$ cat src/rtl/regfile_wb_arbiter_pkg.sv
// regfile_wb_arbiter_pkg: register-file writeback constants shared with the RISC-V core headers
package regfile_wb_arbiter_pkg;
    localparam int XLEN = 32;
    localparam int REG_ADDR_W = 5;
    localparam logic WB_REQ_ALU = 1'b0;
    localparam logic WB_REQ_LSU = 1'b1;
    typedef logic [REG_ADDR_W-1:0] reg_addr_t;
endpackage

$ cat src/rtl/regfile_wb_arbiter_arb.sv
// wb_rr_arbiter: 2-way writeback grant logic and last_grant register.
// WB_ARB_RR_EN selects round-robin; otherwise the ALU has fixed priority.
module wb_rr_arbiter
    import regfile_wb_arbiter_pkg::*;
(
    input  logic clock,
    input  logic reset,
    input  logic hold,
    input  logic alu_valid,
    input  logic lsu_valid,
    output logic alu_grant,
    output logic lsu_grant,
    output logic last_grant
);
    logic open;
    assign open = !reset && !hold;
`ifdef WB_ARB_RR_EN
    assign alu_grant = open && alu_valid && (!lsu_valid || last_grant == WB_REQ_LSU);
    assign lsu_grant = open && lsu_valid && (!alu_valid || last_grant == WB_REQ_ALU);
`else
    assign alu_grant = open && alu_valid;
    assign lsu_grant = open && lsu_valid && !alu_valid;
`endif
    always_ff @(posedge clock or posedge reset)
        if (reset) last_grant <= WB_REQ_LSU;
        else if (alu_grant || lsu_grant) last_grant <= lsu_grant ? WB_REQ_LSU : WB_REQ_ALU;
endmodule

$ cat src/rtl/regfile_wb_arbiter.sv
// regfile_wb_arbiter: shares the register-file write port between ALU and LSU writeback.
// Optional round-robin arbitration via WB_ARB_RR_EN (fixed ALU priority otherwise).
module regfile_wb_arbiter
    import regfile_wb_arbiter_pkg::*;
#(
    parameter int XLEN  = regfile_wb_arbiter_pkg::XLEN,
    parameter int CNT_W = 16
) (
    input  logic             clock,
    input  logic             reset,
    input  logic             alu_valid,
    output logic             alu_ready,
    input  logic [4:0]       alu_rd,
    input  logic [XLEN-1:0]  alu_data,
    input  logic             lsu_valid,
    output logic             lsu_ready,
    input  logic [4:0]       lsu_rd,
    input  logic [XLEN-1:0]  lsu_data,
    input  logic             rf_hold,
    output logic             RegWrite,
    output logic [4:0]       Write_register,
    output logic [XLEN-1:0]  Write_data,
    output logic             last_grant,
    output logic [CNT_W-1:0] conflict_cnt
);
    logic xfer;
    reg_addr_t sel_rd;
    logic [XLEN-1:0] sel_data;
    wb_rr_arbiter u_arb (
        .clock      (clock),
        .reset      (reset),
        .hold       (rf_hold),
        .alu_valid  (alu_valid),
        .lsu_valid  (lsu_valid),
        .alu_grant  (alu_ready),
        .lsu_grant  (lsu_ready),
        .last_grant (last_grant)
    );
    always_comb begin
        xfer     = alu_ready || lsu_ready;
        sel_rd   = lsu_ready ? lsu_rd : alu_rd;
        sel_data = lsu_ready ? lsu_data : alu_data;
    end
    // x0 writes are accepted but never raise RegWrite
    always_ff @(posedge clock or posedge reset)
        if (reset) begin
            RegWrite       <= 1'b0;
            Write_register <= '0;
            Write_data     <= '0;
            conflict_cnt   <= '0;
        end else begin
            RegWrite <= xfer && sel_rd != '0;
            if (xfer) begin
                Write_register <= sel_rd;
                Write_data     <= sel_data;
            end
            if (alu_valid && lsu_valid && !rf_hold && conflict_cnt != '1)
                conflict_cnt <= conflict_cnt + 1'b1;
        end
endmodule

$ cat config.mk
export PLATFORM = sky130hd
export DESIGN_NAME = regfile_wb_arbiter
export DESIGN_NICKNAME = d
export VERILOG_FILES = /design/src/rtl/regfile_wb_arbiter_pkg.sv /design/src/rtl/regfile_wb_arbiter_arb.sv /design/src/rtl/regfile_wb_arbiter.sv
export SDC_FILE = /design/constraint.sdc
export NUM_CORES = 1
export LEC_CHECK = 0
export ABC_CLOCK_PERIOD_IN_PS = 2450
export BUFFER_PORTS_ARGS = -buffer_cell sky130_fd_sc_hd__buf_2
export CAP_MARGIN = 40
export CORE_MARGIN = 3
export CORE_UTILIZATION = 49
export CTS_CLUSTER_DIAMETER = 80
export DETAILED_ROUTE_END_ITERATION = 10
export PLACE_DENSITY = 0.85
export SLEW_MARGIN = 20
export SYNTH_ARGS = -nofsm -noshare
export SYNTH_HDL_FRONTEND = slang
export SYNTH_HIERARCHICAL = 1
export SYNTH_SLANG_ARGS = --single-unit
export TNS_END_PERCENT = 100
$ cat constraint.sdc
create_clock -name clock -period 2.45 [get_ports clock]
set_input_delay 0.1225 -clock clock [delete_from_list [all_inputs] [get_ports clock]]
set_output_delay 0.1225 -clock clock [all_outputs]
set_load 0.1 [all_outputs]
After elaboration in Yosys (flattened, before gate mapping):

Cells that the tools add are included.

* logic and storage cells: 23
* output and inout port bits: 57
* register bits: 55
* input bits: 79

* reduce and logical (&&, ||, !) cells: 13
* equality and inequality tests: 1
* $add $sub $neg: 1
* muxes and demuxes: 3

Operators with widths (number)
* two-way mux 32 bit: 1
* adder 16 x 1 -> 16 bit (second input constant): 1
* != test 16 bit (second input constant): 1
* logical AND 1 bit: 8
* two-way mux 5 bit: 1
* nonzero test 5 bit: 1
* logical NOT 1 bit: 3
* logical OR 1 bit: 1
* two-way mux 1 bit: 1

Logic depth before layout (Yosys ltp):

* depth after elaboration: 7
* depth in mapped cells: 6
* gate-level depth less buffers: 6

Modules after synthesis:

Netlist, hierarchy kept.

By module, submodules not included
* regfile_wb_arbiter: seq. area each 1351.3 µm², instances 1, area each 2607.5 µm², cells each 245
* wb_rr_arbiter: seq. area each 26.3 µm², instances 1, area each 58.8 µm², cells each 7

Worst setup path before layout:

OpenSTA, ideal clock, no wires.

* kind: input to register
* start point: input port reset
* end point: register Write_data[14]
* path slack: -1303 ps
* setup time: 133 ps
* data arrival time: 3620 ps
* required time: 2317 ps
* stages on the path: 5
* path buffers: 2
* cell sequence: nor3b_1 > buf_2 > buf_2 > mux2i_1 > o21ai_0

* cells in the longest elaborated chain, start to end: 5
* elaborated cells between the ends (all ways): 7
* those cells by class: mux (1); reduce/logical (6)

RTL lines
* start, declared: line regfile_wb_arbiter.sv:10 `input logic reset,`
* logical NOT 1 bit (no line) (*)
* logical AND 1 bit (*): line regfile_wb_arbiter_arb.sv:16 `assign open = !reset && !hold;`
* logical AND 1 bit (2 in series): line regfile_wb_arbiter_arb.sv:22 `assign lsu_grant = open && lsu_valid && !alu_valid;`
* two-way mux 32 bit or logical OR 1 bit (tied branches): line regfile_wb_arbiter.sv:42, regfile_wb_arbiter.sv:40
* end signal, assigned: line regfile_wb_arbiter.sv:55 `Write_data <= sel_data;`
* end, declared: line regfile_wb_arbiter.sv:22 `output logic [XLEN-1:0] Write_data,`

Every way passes the cells marked *; elsewhere a longest branch is shown, timed or not.
A chain may end at the register's enable or synchronous reset.

Final worst setup path:

* start point: input port reset
* end point: output port lsu_ready

* cells in the longest elaborated chain, start to end: 4

RTL lines
* logical NOT 1 bit (no line)
* logical AND 1 bit: line regfile_wb_arbiter_arb.sv:16
* logical AND 1 bit (2 in series): line regfile_wb_arbiter_arb.sv:22
* end, declared: line regfile_wb_arbiter.sv:16 `output logic lsu_ready,`

No other way between the ends.

==> results <==
- The worst clock skew is 7.004 ps.
- The final count of hold timing violations came to 0.
- The number of placement rows is 26.
- From synthesis to final layout, the design area changed by 34.26%.
- In the post-route analysis, the smallest setup slack over all paths is 435.9 ps.
- Hold timing on the final database bottoms out at a slack of 23.53 ps.
- The clock transition time at the flip-flop clock pins of the worst setup and hold paths is 100 ps.
- Subtracting the final worst setup slack from the clock period gives 2014 ps.
- The worst hold path begins at lsu_data[4].
- The final instance count without filler cells is 457.
- The largest fanout of any net on the critical path is 8.
- The met2 wire length is 3.238 mm.
- Counting distinct cell types in the post-synthesis netlist gives 36.
- The number of cells on the worst hold path is 3.
- 136 I/O pins were placed.
- The arrival time of the worst setup path is 1890 ps.
- The critical path launch point type is an input port.
- Wire segments on met3 add up to 528 µm in the final route.
- The share of final-layout standard cells stronger than drive strength 1 is 0.4160.
- The CTS sink count is 55.
- The floorplan core area is 5172 µm².
- The highest metal layer carrying signal wires in the routed design is met4.
- TritonCTS built the clock tree.
- The number of buffers on the longest clock path is 2.
- The master cell of the clock root buffer is sky130_fd_sc_hd__clkbuf_8.
- Of the total power, the share spent switching nets is 0.5229.
- Across the run, the number of max-cap violations was 0.
- The starting density of the core is 0.5155.
- In the finished design, the share of the clock period the worst path needs comes to 0.8221.
- The overall power is 3.728 mW.
- The worst-skew pair later-pin latency is 300 ps.
- The via count of the first global-routing pass is 2280.
- Setup slack on the worst reg-to-reg path comes out at 710 ps.
- The number of standard cells after synthesis is 252.
- The final-report max-slew violation count is 0.
- The hold-critical path endpoint is Write_data[4]$_DFFE_PP0P_.
- The number of search-and-repair iterations in the first detailed-routing pass is 4.
- The power per cell area is 1042 nW/µm².
- In the routed design, unresolved DRC markers number 0.
- IR analysis of the VDD net gives a maximum drop of 981.5 µV.
- The number of inserted diodes is 0.
- STA puts the critical path data required time at 2330 ps.
- The share of total power dissipated in sequential elements is 0.326.
- The share of total power in combinational logic is 0.489.
- STA classifies the critical path endpoint as an output port.
- The total number of yosys warnings is 6.
- The starting DRC count in detailed routing is 117.
- The number of nets in the synthesized netlist is 332.
- The area share of the largest cell type after synthesis is 0.5068.
- Routability-driven placement finished with a final weighted congestion of 0.8461.
- The setup slack after placement is 704.5 ps.
- Once layout is complete, the utilization of the core stands at 0.6921.
- The min-delay analysis places its worst path in the category in2reg.
- The dominant cell type by area after synthesis is sky130_fd_sc_hd__dfrtp_1.
- In the synthesized netlist the async set-or-reset flop fraction comes to 1.000.
- Static timing analysis puts the maximum clock frequency at 496.5 MHz.
- The endpoint of the most critical register-to-register path is conflict_cnt[12]$_DFFE_PP0P_.
- The post-synthesis register bit count is 55.
- The flow ran to the end, and the final reports show no timing, DRC or antenna violations.
- The relative contribution of the clock network to total power is 0.185.
- In this run the power spent charging and discharging nets is 1.949 mW.
- The overall track demand over capacity in global routing is 0.2024.
- The wire length on met1 is 2.687 mm.
- The first global-routing pass estimated 10.29 mm of wire.
- The total internal power is 1.779 mW.
- After synthesis the cells add up to 2666 µm².
- A synthesized cell averages 10.58 µm².
- The maximum number of pins on one net before global-route repair is 55.
- The per-cell via count in the routed design is 5.155.
- The placed cell count is 448.
- The post-layout instance area is 3580 µm².
- The critical path is of the in2out type.
- The final wirelength is 6.530 mm.
- At the pin with the least slew margin, the transition time is 659.6 ps.
- Counting flops with a built-in enable in the synthesized netlist gives 0.
- Setup total negative slack on the finished layout was measured at 0 ps.
- After synthesis, the cell types taking the most area are sky130_fd_sc_hd__dfrtp_1, sky130_fd_sc_hd__mux2i_1, sky130_fd_sc_hd__o21ai_0.
- The setup-violating endpoint count in the final report is 0.
- Once the clock tree was built, the resizer swapped 0 gates to a different size.
- The most used flip-flop cell after synthesis is sky130_fd_sc_hd__dfrtp_1.
- In this run the remaining antenna-violating nets after routing total 0.
- The worst register-to-register path begins at conflict_cnt[0]$_DFFE_PP0P_.
- The die is 79.77 µm tall.
- The normalized max-slew margin is 0.5603.
- In the final design database the tool counted 466 nets.
- The die is 79.77 µm wide.
- The leakage power total is 1.746 nW.
- The placed wire-length estimate after detailed placement is 4.983 mm.
- The depth of the CTS H-tree is 2.
- The number of antenna violations at the first check in global routing is 0.
- The average detailed-routed wire length per instance is 14.29 µm.
- For this run, the register share of the synthesized area comes to 0.5167.
- The floorplan die area is 6362 µm².
- The count of buffers added on input and output ports is 135.
- Global routing finished with a remaining overflow of 0.
- Setup repair after global routing left no endpoint under its margin.
- The area of placed instances is 3437 µm².
- For this block, the via count after detailed routing is 2356.
- In this run, CTS created clock tree buffers numbering 5.
- The path depth of the worst reg2reg path is 5.
## cell type report
| class | instances | area, µm² |
|---|---|---|
| well taps | 70 | 87.58 |
| flip-flops and latches | 55 | 1378 |
| multi-input cells | 179 | 1235 |
| clock inverters | 2 | 60.06 |
| clock buffers | 6 | 72.57 |
| repair buffers | 140 | 728.2 |
| fillers | 411 | 1593 |
| inverters | 5 | 18.77 |
## layout by cell type (no fill, tap or decap), types with 2 or more instances in the layout
cell,count
sky130_fd_sc_hd__o21ai_0,38
sky130_fd_sc_hd__buf_2,135
sky130_fd_sc_hd__and3_1,2
sky130_fd_sc_hd__clkbuf_8,5
sky130_fd_sc_hd__nand3_1,4
sky130_fd_sc_hd__nand3b_1,3
sky130_fd_sc_hd__nor2_1,4
sky130_fd_sc_hd__xor2_1,8
sky130_fd_sc_hd__nor3_1,5
sky130_fd_sc_hd__a21oi_1,5
sky130_fd_sc_hd__xnor2_1,5
sky130_fd_sc_hd__nand2_1,42
sky130_fd_sc_hd__inv_1,4
sky130_fd_sc_hd__nand4_2,2
sky130_fd_sc_hd__bufinv_16,2
sky130_fd_sc_hd__mux2i_1,36
sky130_fd_sc_hd__buf_4,3
sky130_fd_sc_hd__dfrtp_1,54
sky130_fd_sc_hd__mux2_2,3
sky130_fd_sc_hd__nand4_1,4
## cells by family (layout without fill, tap and decap cells)
group,count (synthesis),in the layout,synth area share
mux,40,40,0.1534
xor+xnor,13,13,0.04270
compound gates,46,46,0.09150
fa+ha+maj,1,1,0.004692
flops,55,55,0.5167
buf+inv,18,153,0.02722
simple gates,79,79,0.1638
## sequential cells by signal, summed over array words and instances, names as in the netlist
signal / flops
Write_data: 32
conflict_cnt: 16
Write_register: 5
RegWrite: 1
u_arb/last_grant: 1
## how the worst max path moves through the flow
| stage | startpoint | cells after the start | endpoint | slack [ps] |
|---|---|---|---|---|
| final | reset | 5 | lsu_ready | 440 |
| after global routing | reset | 5 | lsu_ready | 370 |
| after CTS | reset | 5 | lsu_ready | 430 |
| after detailed placement | conflict_cnt[0]$_DFFE_PP0P_ | 5 | conflict_cnt[12]$_DFFE_PP0P_ | 700 |
| after global placement | reset | 7 | RegWrite$_DFF_PP0_ | 830 |
| after floorplan | reset | 5 | Write_data[0]$_DFFE_PP0P_ | 210 |
## cells in the mapped netlist, drive strengths merged (3+ instances only)
cell	n
nand3b	3
nand3	4
buf	4
mux2	4
nand4	7
dfrtp	54
mux2i	36
a21oi	5
xor2	8
nor2	6
nand2	42
clkbuf	9
xnor2	5
o21ai	38
inv	5
nor3	5
## timing repair
item / 4_1_cts / 5_1_grt
endpoints found under the hold margin: 1 / 0
hold buffers: 1 / 0
setup buffers: 0 / 0
## power groups by stage
stage               combinational [mW]  sequential [mW]  clock (mW)
floorplan                        0.238             2.48           0
global placement                  1.82             1.22           0
detailed placement                1.83             1.23           0
CTS                               1.83             1.22       0.699
global route                      1.90             1.24       0.736
finish                            1.82             1.22       0.690
## worst max-delay path, stage by stage
cell and delay [ps]:
sky130_fd_sc_hd__dlygate4sd3_1 530, sky130_fd_sc_hd__buf_2 150, sky130_fd_sc_hd__or3b_1 430, sky130_fd_sc_hd__nor2_4 190, sky130_fd_sc_hd__buf_2 460
## routing by layer
metal,track usage,vias to the layer above
li1,-,1147
met3,0.03725,8
met5,0,-
met1,0.2494,1104
met2,0.3639,97
met4,0.05236,0
Note: power is estimated with default switching activity, not from simulation.
